<file path="config.mk">
export PLATFORM = sky130hd
export DESIGN_NAME = apb_slave_regfile
export DESIGN_NICKNAME = d
export VERILOG_FILES = /design/src/rtl/apb_slave_regfile.sv
export SDC_FILE = /design/constraint.sdc
export NUM_CORES = 1
export LEC_CHECK = 0
export CAP_MARGIN = 10
export CORE_MARGIN = 2
export CORE_UTILIZATION = 50
export CTS_BUF_LIST = sky130_fd_sc_hd__clkbuf_8
export DETAILED_ROUTE_END_ITERATION = 8
export PLACE_DENSITY = 0.69
export SYNTH_ARGS = -nofsm -noshare
export SYNTH_HDL_FRONTEND = slang
export SYNTH_SLANG_ARGS = --single-unit
</file>
<file path="constraint.sdc">
create_clock -name Hclk -period 3.45 [get_ports Hclk]
set_input_delay 0.345 -clock Hclk [delete_from_list [all_inputs] [get_ports Hclk]]
set_output_delay 0.345 -clock Hclk [all_outputs]
set_load 0.02 [all_outputs]
</file>
<file path="src/rtl/apb_slave_regfile.sv">
// APB completer: DEPTH x 32-bit register file with programmable wait states.
// Optional error response when built with `define PSLVERR_EN.
module apb_slave_regfile #(
    parameter int unsigned DEPTH       = 16,
    parameter int unsigned WAIT_CYCLES = 0,
    parameter logic [31:0] BASE_ADDR   = 32'h8000_0000
) (
    input  logic        Hclk,
    input  logic        Hresetn,
    input  logic        Psel,
    input  logic        Penable,
    input  logic        Pwrite,
    input  logic [31:0] Paddr,
    input  logic [31:0] Pwdata,
    output logic [31:0] Prdata,
    output logic        Pready,
    output logic        Pslverr
);

    localparam int unsigned AW       = $clog2(DEPTH);
    localparam logic [31:0] SPAN     = 32'(DEPTH * 4);
    localparam logic [2:0]  CNT_INIT = (WAIT_CYCLES == 0) ? 3'd0 : 3'(WAIT_CYCLES - 1);

    typedef enum logic [1:0] {
        S_IDLE,
        S_WAIT,
        S_ACCESS
    } state_t;

    state_t        state_q, state_d;
    logic [2:0]    cnt_q, cnt_d;
    logic [31:0]   addr_q, wdata_q;
    logic          write_q;
    logic [31:0]   regs [DEPTH];
    logic          pready_q, pready_d;
    logic [31:0]   prdata_q, prdata_d;

    logic [31:0]   addr_cur;
    logic [31:0]   offset;
    logic [AW-1:0] idx;
    logic          write_cur;
    logic          err;
    logic          latch;
    logic          go_access;
    logic          commit;

    // In IDLE the setup-phase bus is decoded directly so a zero-wait read can
    // load Prdata on the setup edge; afterwards the latched copy is used.
    always_comb begin
        addr_cur  = (state_q == S_IDLE) ? Paddr  : addr_q;
        write_cur = (state_q == S_IDLE) ? Pwrite : write_q;
        offset    = addr_cur - BASE_ADDR;
        idx       = offset[AW+1:2];
`ifdef PSLVERR_EN
        err       = (offset >= SPAN) || (addr_cur[1:0] != 2'b00);
`else
        err       = 1'b0;
`endif
    end

`ifndef PSLVERR_EN
    logic unused_offset_bits;
    assign unused_offset_bits = ^{offset[31:AW+2], offset[1:0]};
`endif

    always_comb begin
        state_d   = state_q;
        cnt_d     = cnt_q;
        pready_d  = pready_q;
        prdata_d  = prdata_q;
        latch     = 1'b0;
        go_access = 1'b0;
        commit    = 1'b0;
        case (state_q)
            S_IDLE: begin
                if (Psel && !Penable) begin
                    latch = 1'b1;
                    if (WAIT_CYCLES == 0) begin
                        go_access = 1'b1;
                    end else begin
                        state_d = S_WAIT;
                        cnt_d   = CNT_INIT;
                    end
                end
            end
            S_WAIT: begin
                if (!Psel) begin
                    state_d = S_IDLE;
                end else if (cnt_q != 3'd0) begin
                    cnt_d = cnt_q - 3'd1;
                end else begin
                    go_access = 1'b1;
                end
            end
            S_ACCESS: begin
                state_d  = S_IDLE;
                pready_d = 1'b0;
                commit   = Psel && Penable && write_q && !err;
            end
            default: begin
                state_d  = S_IDLE;
                pready_d = 1'b0;
            end
        endcase
        if (go_access) begin
            state_d  = S_ACCESS;
            pready_d = 1'b1;
            if (!write_cur) begin
                prdata_d = err ? '0 : regs[idx];
            end
        end
    end

    always_ff @(posedge Hclk or negedge Hresetn) begin
        if (!Hresetn) begin
            state_q  <= S_IDLE;
            cnt_q    <= '0;
            pready_q <= 1'b0;
            prdata_q <= '0;
            addr_q   <= '0;
            wdata_q  <= '0;
            write_q  <= 1'b0;
            for (int unsigned i = 0; i < DEPTH; i++) begin
                regs[i] <= '0;
            end
        end else begin
            state_q  <= state_d;
            cnt_q    <= cnt_d;
            pready_q <= pready_d;
            prdata_q <= prdata_d;
            if (latch) begin
                addr_q  <= Paddr;
                wdata_q <= Pwdata;
                write_q <= Pwrite;
            end
            if (commit) begin
                regs[idx] <= wdata_q;
            end
        end
    end

`ifdef PSLVERR_EN
    logic pslverr_q;

    always_ff @(posedge Hclk or negedge Hresetn) begin
        if (!Hresetn) begin
            pslverr_q <= 1'b0;
        end else if (go_access) begin
            pslverr_q <= err;
        end else if (state_q == S_ACCESS) begin
            pslverr_q <= 1'b0;
        end
    end

    assign Pslverr = pslverr_q;
`else
    assign Pslverr = 1'b0;
`endif

    assign Pready = pready_q;
    assign Prdata = prdata_q;

endmodule

</file>
After elaboration in Yosys (flattened, before gate mapping)
Index checks and enable logic that the tools add are counted.
Storage, ports and cells
  bits in registers: 589
  output and inout port bits: 34
  logic and storage cells: 64
  input bits: 69
Operators by class
  equality and inequality tests: 5
  multiplexer cells: 19
  bitwise logic cells: 2
  $add $sub $neg: 2
  reductions and logical operators: 11
  magnitude comparators: 2
Operator list (count)
  $bwmux 512: 1
  $bmux 32 s4: 1
  $demux 32 s4: 1
  $mux 32: 3
  $mux 1: 8
  $mux 6: 1
  $sub 6x1->6 const B: 1
  $ge 5x5->1 const B: 1
  $lt 5x1->1 const B: 1
  $not 4->5: 1
  $logic_and 1x1->1: 4
  $mux 2: 2
  $pmux 2 s2: 1
  $reduce_and 2->1: 2
  $ne 3x3->1 const B: 1
  $reduce_and 3->1: 1
  $reduce_bool 3->1: 1
  $sub 3x1->3 const B: 1
  $eq 2x1->1 const B: 1
  $eq 2x2->1 const B: 1
  $logic_not 2->1: 1
  $ne 2x1->1 const B: 1
  $ne 2x2->1 const B: 1
  $pmux 1 s2: 1
  3 further kinds: 3

Depth between registers and ports, before layout
Gate-level depths: netlist of run 1.
  depth in word-level cells: 9
  mapped depth: 9
  gate-level depth less buffers: 5

Worst setup path after synthesis of run 1
No wires, ideal clock.
  kind: register to register
  from: register Pready (netlist name)
  to: register prdata_q[10] (netlist: Prdata[10])
  cell stages (with the launch flop): 9
  buffers on the path: 3
  setup slack: 1372 ps
  library setup time: 141 ps
  required time: 3309 ps
  period minus slack after synthesis: 2078 ps
  arrival: 1937 ps
  cell sequence: dfrtp_1 > buf_4 > or3b_1 > buf_6 > clkbuf_1 > a21boi_0 > a2111o_1 > a2bb2oi_1 > a31oi_1
RTL lines
  to (signal assigned): RTL line 130  | prdata_q <= prdata_d;
  to (decl): RTL line 36  | logic [31:0] prdata_q, prdata_d;

Worst setup path in the final report of run 1
  from: register pready_q (netlist: Pready)
  to: output Pready
RTL lines
  from (decl): RTL line 35  | logic pready_q, pready_d;
  from (signal assigned): RTL line 129  | pready_q <= pready_d;
  to (decl): RTL line 16  | output logic Pready,
No word-level cell between the ends.

==> impl_metrics.tcl, run 1 <==
set metrics [dict create \
    run_status "completed" \
    dieHeight_um 248 \
    synth_cells 2629 \
    r2r_setup_slack_ps 590 \
    cts_tree "done" \
    worstMarginPinSlew_ps 993 \
    cp_data_required_time_ps 3110 \
    crit_end "Pready" \
    intPower_mw 11.6 \
    rsz0062_at_grt "false" \
    gr-total-overflow 0 \
    startpoint "Pready" \
    relSlewSlack_pct 33.8 \
    clk-insertion-delay-late_ps 730 \
    synth_cell_types 45 \
    ir_worst_vdd_v 0.000357 \
    globalplace.congestion 0.789 \
    p_sw_mw 4.81 \
    finalCriticalPeriod_ps 2880 \
    drc 0 \
    wl_per_cell_um 25.8 \
    totalWireLength_mm 88.7 \
    cts_root_buf "clkbuf_8" \
    pwr-share-clk_pct 37.1 \
    setup.worst_path.start_class "register" \
    synth_area_leaders "dfrtp_1 49%, mux2_2 19%, nand2_1 5.0%" \
    hold_violations 0 \
    dpl-instance-area_mm2 0.0313 \
    hpwl_mm 48.9 \
    avgSynthCellArea_um2 11.3 \
    synth_flop_cell "dfrtp_1" \
    crit-reg2reg-capture "Prdata[22]" \
    io_pins 103 \
    dr.first_iter.drc_count 2253 \
    final_cell_count_no_fill 3441 \
    worstSetupPathType "reg2out" \
    fin_crit_sh_pct 83.5 \
    reg2reg_from "Pready" \
    yosysSeqAreaShare_pct 49.1 \
    yosysWarnings 0 \
    drtPass1Iterations 7 \
    chipWidth_um 248 \
    htree_levels 3 \
    core_mm2 0.0588 \
    ff2ff_path_depth 6 \
    first_global_vias 23900 \
    mostFrequentLayoutCell "dfrtp_1" \
    power_density_mw_per_mm2 495 \
    clk_pin_slew_worst_paths_ps 60 \
    synth_edf_count 0 \
    final_cell_mix "580 x dfrtp_1, 511 x mux2_2, 387 x nand2_1" \
    synth_area_mm2 0.0297 \
    initial_utilization_pct 50.4 \
    critPathCaptureType "primary output" \
    antenna_found_initial 1 \
    nets 2666 \
    synth-async-reset-ratio_pct 100 \
    crit_fanout 35 \
    grt_pass1_wl_mm 138 \
    portBuffers 73 \
    netlist.area_leader.share_pct 49.1 \
    hold_path_class "in2async" \
    grt_usage_pct 29.1 \
    cap_violations 0 \
    setup_violations 0 \
    fin_util_pct 56.5 \
    power_mw 16.4 \
    drtAntennaViolNets 0 \
    vias 23000 \
    finClkSkew_ps 51.6 \
    postSynthNetCount 2698 \
    fp.dieArea_mm2 0.0613 \
    tritoncts.num_buffers 96 \
    cts_sinks 582 \
    rows 89 \
    area_growth_pct 12.0 \
    clock_path_buffers 3 \
    drive_gt1_share_pct 29.1 \
    fmax_mhz 347 \
    final_cell_area_mm2 0.0332 \
    p_comb_share_pct 13.5 \
    setup_tns_ps 0 \
    p_leak_nw 14.4 \
    yosysTopAreaCell "dfrtp_1" \
    maxSlewViolCount 0 \
    ys_ff_latch 582 \
    grt_max_degree 176 \
    p_seq_share_pct 49.4 \
    cp.arrival_ps 2530 \
    dpl.cell_count 3271 \
    vias_per_cell 6.69 \
    switching_share_pct 29.3 \
]
-- cells in the mapped netlist (all sizes together) (3+ instances only) --
cell type and n:
o41ai 3, a2bb2oi 24, buf 103, o21a 3
a2111o 29, mux2 548, clkbuf 193, o22a 32
or2 3, nand4b 128, nor2 38, dfrtp 582
a31oi 32, a21boi 131, nand2b 4, o21ai 130
a2111oi 96, o2bb2a 6, nand2 396, o32ai 129
nor2b 4
-- worst min-delay path by stage --
stage	start	end
2_1_floorplan	Hresetn	Prdata[0]
3_3_place_gp	Hresetn	regs[462]
3_5_place_dp	Hresetn	regs[462]
4_1_cts	Hresetn	regs[496]
5_1_grt	Hresetn	regs[496]
6_report	Hresetn	regs[496]
-- power by group through the flow --
| stage | registers, mW | logic (mW) | clock network (mW) |
|---|---|---|---|
| 3_5_place_dp | 8.20 | 2.19 | 0 |
| 4_1_cts | 8.08 | 2.20 | 6.20 |
| 5_1_grt | 8.18 | 2.37 | 6.51 |
| 2_1_floorplan | 7.91 | 1.41 | 0 |
| 6_report | 8.11 | 2.21 | 6.10 |
| 3_3_place_gp | 8.16 | 2.14 | 0 |
-- per-layer routing --
metal | up-vias | track usage, % | wire, µm | part of all wire [%]
met1 | 12000 | 38.9 | 37600 | 42
met5 | - | 0 | 0 | 0
met2 | 1048 | 46.9 | 41500 | 47
li1 | 9757 | - | - | -
met4 | 0 | 11.6 | 2930 | 3.3
met3 | 203 | 5.31 | 6720 | 7.6
-- what timing repair did --
item / 4_1_cts / 5_1_grt
resized for setup: 0 / 0
buffers inserted: 0 / 0
hold endpoints to repair: 56 / 0
hold buffers: 1 / 0
-- area by class of cell --
| type | count | area, µm² |
|---|---|---|
| antenna | 1 | 2.50 |
| clock buffer | 124 | 1710 |
| clock inverter | 44 | 223 |
| fill | 4823 | 25600 |
| inverter | 2 | 7.51 |
| multi-input combinational | 1749 | 14000 |
| sequential | 582 | 14600 |
| tap | 773 | 967 |
| timing repair buffer | 166 | 1770 |
-- stage by stage --
step	setup WS, ps	hold WS, ps
final	570	210
after global routing	522	228
after CTS	572	196
after detailed placement	469	364
after global placement	507	362
after floorplan	1370	49.4
-- critical path, stage by stage (launching register included) --
cell and delay [ps]:
dfrtp_4 750, buf_4 380, clkdlybuf4s50_1 660
-- registers in the layout (all words and copies together), names as in the netlist --
name / flops
Prdata: 32
Pready: 1
addr_q: 4
regs: 512
wdata_q: 32
write_q: 1
-- cells by family after synthesis --
kind of cell,Yosys count,synth area share [%]
AO/OA/AOI/OAI,618,16.1
buffers and inverters,298,4.21
flip-flops,582,49.1
multiplexers,548,20.8
other,1,0.0126
AND/OR/NAND/NOR,582,9.76
No activity file was read; power rests on OpenSTA's default activity.
==> inputs of run 2 (changes only) <==
Clock period 3.45 ns to 3.02 ns, I/O delays scaled along.
==> impl_metrics.tcl, run 2 (synthesis gave the netlist of run 1 again) <==
set metrics [dict create \
    rsz0062_at_grt "false" \
    intPower_mw 13.3 \
    cts_sinks 582 \
    tritoncts.num_buffers 98 \
    worstMarginPinSlew_ps 752 \
    dpl-instance-area_mm2 0.0314 \
    relSlewSlack_pct 49.9 \
    fp.dieArea_mm2 0.0613 \
    grt_max_degree 124 \
    grt_pass1_wl_mm 139 \
    gr-total-overflow 0 \
    fin_crit_sh_pct 92.1 \
    final_cell_area_mm2 0.0334 \
    core_mm2 0.0588 \
    crit-reg2reg-capture "Prdata[25]" \
    portBuffers 73 \
    initial_utilization_pct 50.4 \
    cts_tree "done" \
    chipWidth_um 248 \
    crit_end "Prdata[25]" \
    largest_reg_flops 512 \
    globalplace.congestion 0.823 \
    drive_gt1_share_pct 29.3 \
    top_register "regs" \
    finalCriticalPeriod_ps 2780 \
    ir_worst_vdd_v 0.000509 \
    area_growth_pct 12.7 \
    dieHeight_um 248 \
    rows 89 \
    setup.worst_path.start_class "register" \
    drc 0 \
    pwr-share-clk_pct 37.2 \
    setup_violations 0 \
    worstSetupPathType "reg2reg" \
    grt_usage_pct 29.5 \
    cp_data_required_time_ps 3580 \
    hold_path_class "in2reg" \
    reg2reg_from "Pready" \
    startpoint "Pready" \
    switching_share_pct 29.4 \
    cp.arrival_ps 3340 \
    clk-insertion-delay-late_ps 710 \
    vias 23100 \
    power_mw 18.8 \
    finClkSkew_ps 33.4 \
    power_density_mw_per_mm2 564 \
    drtAntennaViolNets 0 \
    p_sw_mw 5.54 \
    final_cell_mix "580 x dfrtp_1, 511 x mux2_2, 387 x nand2_1" \
    hold_violations 0 \
    htree_levels 3 \
    first_global_vias 23600 \
    setup_tns_ps 0 \
    p_seq_share_pct 49.2 \
    hpwl_mm 48.8 \
    mostFrequentLayoutCell "dfrtp_1" \
    ff2ff_path_depth 6 \
    hp-start "Pwdata[0]" \
    antenna_found_initial 2 \
    wl_per_cell_um 26.1 \
    crit_fanout 30 \
    vias_per_cell 6.69 \
    drtPass1Iterations 5 \
    cap_violations 0 \
    nets 2675 \
    r2r_setup_slack_ps 240 \
    fmax_mhz 360 \
    totalWireLength_mm 90.2 \
    maxSlewViolCount 0 \
    critPathCaptureType "register" \
    io_pins 103 \
    clk_pin_slew_worst_paths_ps 60 \
    p_comb_share_pct 13.6 \
    run_status "completed" \
    clock_path_buffers 3 \
    dr.first_iter.drc_count 2159 \
    cts_root_buf "clkbuf_8" \
    p_leak_nw 14.5 \
]
-- run 2: layout make-up --
cell class	instances	area, µm²
Timing Repair Buffer	173	1950
Fill cell	4831	25400
Clock buffer	124	1710
Antenna cell	3	7.51
Multi-Input combinational cell	1749	14000
Inverter	2	7.51
Clock inverter	50	246
Tap cell	773	967
Sequential cell	582	14600
-- run 2: per-stage QoR --
stage / worst slack [ps] / utilization (%) / hold WS [ps] / std cells
finish: 240 / 56.9 / 214 / 3456
global route: 113 / 56.8 / 192 / 3454
CTS: 157 / 56.8 / 176 / 3452
detailed placement: 156 / 53.5 / 389 / 3277
global placement: 173 / 53.5 / 384 / 3277
floorplan: 942 / - / 6.41 / 2629
-- run 2: critical path, cell delays in order, from the launching register on --
cell       delay (ps)
dfrtp_4           690
or3_4             440
nand2_4           290
buf_12            280
a2111oi_0         610
o22a_1            220
a31oi_1            80
-- run 2: layer usage --
layer / wire length [µm] / track usage (%) / part of all wire [%] / vias up
met3: 7630 / 7.04 / 8.5 / 227
met2: 41500 / 46.6 / 46 / 1063
li1: - / - / - / 9793
met1: 37800 / 39.2 / 42 / 12000
met5: 0 / 0 / 0 / -
met4: 3330 / 11.9 / 3.7 / 0
-- run 2: power groups by stage --
stage / Clock [mW] / Combinational, mW / Sequential, mW
floorplan: 0 / 1.61 / 9.04
global placement: 0 / 2.48 / 9.32
finish: 7.01 / 2.57 / 9.27
detailed placement: 0 / 2.54 / 9.38
CTS: 7.10 / 2.55 / 9.24
global route: 7.49 / 2.74 / 9.36
-- run 2: worst min path at each step --
stage | to | slack (ps) | depth (start not counted)
2_1_floorplan | Prdata[0] | 6 | 0
3_3_place_gp | wdata_q[13] | 380 | 1
3_5_place_dp | wdata_q[13] | 390 | 1
4_1_cts | wdata_q[19] | 180 | 2
5_1_grt | wdata_q[0] | 190 | 2
6_report | wdata_q[0] | 210 | 2
-- run 2: timing repair --
action                                  in CTS  in global routing
buffers inserted                             0                  1
resized for setup                            0                  1
hold buffers                                 1                  0
endpoints found under the hold margin       64                  0
endpoints found under the setup margin       0                  2
==> inputs of run 3 (changes only) <==
Settings changed: ABC_CLOCK_PERIOD_IN_PS set to 3020, CORE_ASPECT_RATIO set to 0.7, CORE_MARGIN 2 to 1.
==> impl_metrics.tcl, run 3 (synthesis gave the netlist of run 1 again) <==
set metrics [dict create \
    clk_pin_slew_worst_paths_ps 70 \
    clock_path_buffers 3 \
    post-cts-setup-buffer-count 0 \
    worstSetupPathType "reg2reg" \
    grt_max_degree 136 \
    cp_num_buf_inv 2 \
    clk-insertion-delay-late_ps 700 \
    cap_violations 0 \
    first_global_vias 23100 \
    drtAntennaViolNets 0 \
    grt_pass1_wl_mm 139 \
    p_seq_share_pct 49.6 \
    p_comb_share_pct 14.0 \
    antenna_found_initial 0 \
    largest_reg_flops 512 \
    totalWireLength_mm 89.6 \
    vias_per_cell 6.58 \
    switching_share_pct 29.5 \
    vias 22800 \
    pwr-share-clk_pct 36.4 \
    mostFrequentLayoutCell "dfrtp_1" \
    finClkSkew_ps 17.0 \
    p_sw_mw 5.51 \
    setup_violations 0 \
    antenna_cells 0 \
    fin_util_pct 57.1 \
    hold_path_class "in2async" \
    wl_per_cell_um 25.8 \
    setup_tns_ps 0 \
    worstPathCellList "or3b_2 -> buf_12 -> a21boi_1 -> a2111oi_0 -> buf_4 -> a2bb2oi_1 -> a31oi_1" \
    chipWidth_um 293 \
    core_mm2 0.0584 \
    run_status "completed" \
    finalCriticalPeriod_ps 2650 \
    nets 2668 \
    cp.arrival_ps 3200 \
    drive_gt1_share_pct 28.9 \
    r2r_setup_slack_ps 370 \
    final_cell_mix "580 x dfrtp_1, 511 x mux2_2, 387 x nand2_1" \
    hold_violations 0 \
    cts_root_buf "clkbuf_8" \
    final_cell_area_mm2 0.0333 \
    setup.worst_path.start_class "register" \
    tritoncts.num_buffers 93 \
    cp_data_required_time_ps 3570 \
    power_density_mw_per_mm2 559 \
    dpl.cell_count 3300 \
    globalplace.congestion 0.809 \
    path_delay_family "compound AO/OA/AOI/OAI gates" \
    worstMarginPinSlew_ps 822 \
    gr-total-overflow 0 \
    dpl-instance-area_mm2 0.0315 \
    hpwl_mm 50.0 \
    crit_fanout 37 \
    fp.dieArea_mm2 0.0603 \
    fmax_mhz 377 \
    io_pins 103 \
    portBuffers 73 \
    fin_crit_sh_pct 87.9 \
    critPathCaptureType "register" \
    rsz0062_at_grt "false" \
    rows 74 \
    area_growth_pct 12.4 \
    cpMaxStageDelayCell "a2111oi_0" \
    grt_usage_pct 30.0 \
    ir_worst_vdd_v 0.000288 \
    top_register "regs" \
    drtPass1Iterations 6 \
    cts_tree "done" \
    cts_sinks 582 \
    intPower_mw 13.1 \
    initial_utilization_pct 50.8 \
    dieHeight_um 206 \
    maxSlewViolCount 0 \
    dr.first_iter.drc_count 2507 \
    final_cell_count_no_fill 3467 \
    htree_levels 3 \
    fillers 4748 \
    relSlewSlack_pct 45.2 \
    drc 0 \
    p_leak_nw 14.4 \
    critPathMaxStageDelay_ps 610 \
]
==> run 3: cell types whose count changed in the layout (fill, tap and decap cells not counted), sizes merged <==
cell and change:
diode -3, clkinvlp -3, buf -3, clkbuf -9, dlygate4sd3 +1, bufinv +1
clkinv +2
==> run 3: worst paths after layout <==
path,cells past startpoint,end,startpoint
max in group asynchronous,3,regs[146],Hresetn
min in group Hclk,2,wdata_q[26],Pwdata[26]
hold reg to reg,1,regs[230],regs[230]
setup reg to reg,7,Prdata[11],Pready
hold / removal,2,regs[114],Hresetn
setup / recovery,7,Prdata[11],Pready
==> run 3: area by class of cell <==
type / count / area, µm² / area share [%]
Timing Repair Buffer: 171 / 1960 / 5.88
Tap cell: 798 / 998 / 2.99
Clock inverter: 50 / 254 / 0.762
Sequential cell: 582 / 14600 / 43.7
Inverter: 2 / 7.51 / 0.0225
Multi-Input combinational cell: 1749 / 14000 / 41.9
Clock buffer: 115 / 1580 / 4.75
==> run 3: per-layer routing <==
metal,vias up,track usage [%],share of wire (%)
li1,9735,-,-
met3,180,6.41,8.7
met2,1126,46.4,46
met1,11800,41.6,43
met4,0,10.5,2.6
met5,-,0,0
==> run 3: power groups by stage <==
| stage | combinational, mW | sequential (mW) | clock [mW] |
|---|---|---|---|
| after CTS | 2.59 | 9.22 | 6.90 |
| after global routing | 2.78 | 9.34 | 7.22 |
| after global placement | 2.52 | 9.30 | 0 |
| after detailed placement | 2.58 | 9.36 | 0 |
| after floorplan | 1.61 | 9.04 | 0 |
| final | 2.61 | 9.25 | 6.79 |
==> run 3: stage by stage <==
stage | total power [mW] | setup slack, ps | hold slack [ps]
final | 18.7 | 366 | 59.2
after global routing | 19.3 | 213 | 50.0
after CTS | 18.7 | 361 | 13.6
after detailed placement | 11.9 | 325 | 177
after global placement | 11.8 | 347 | 174
after floorplan | 10.6 | 942 | 6.41
==> run 3: timing repair <==
action / in CTS / in global routing
endpoints found under the hold margin: 583 / 0
gates resized for setup: 0 / 0
setup endpoints to repair: 0 / 0
hold buffers: 2 / 0
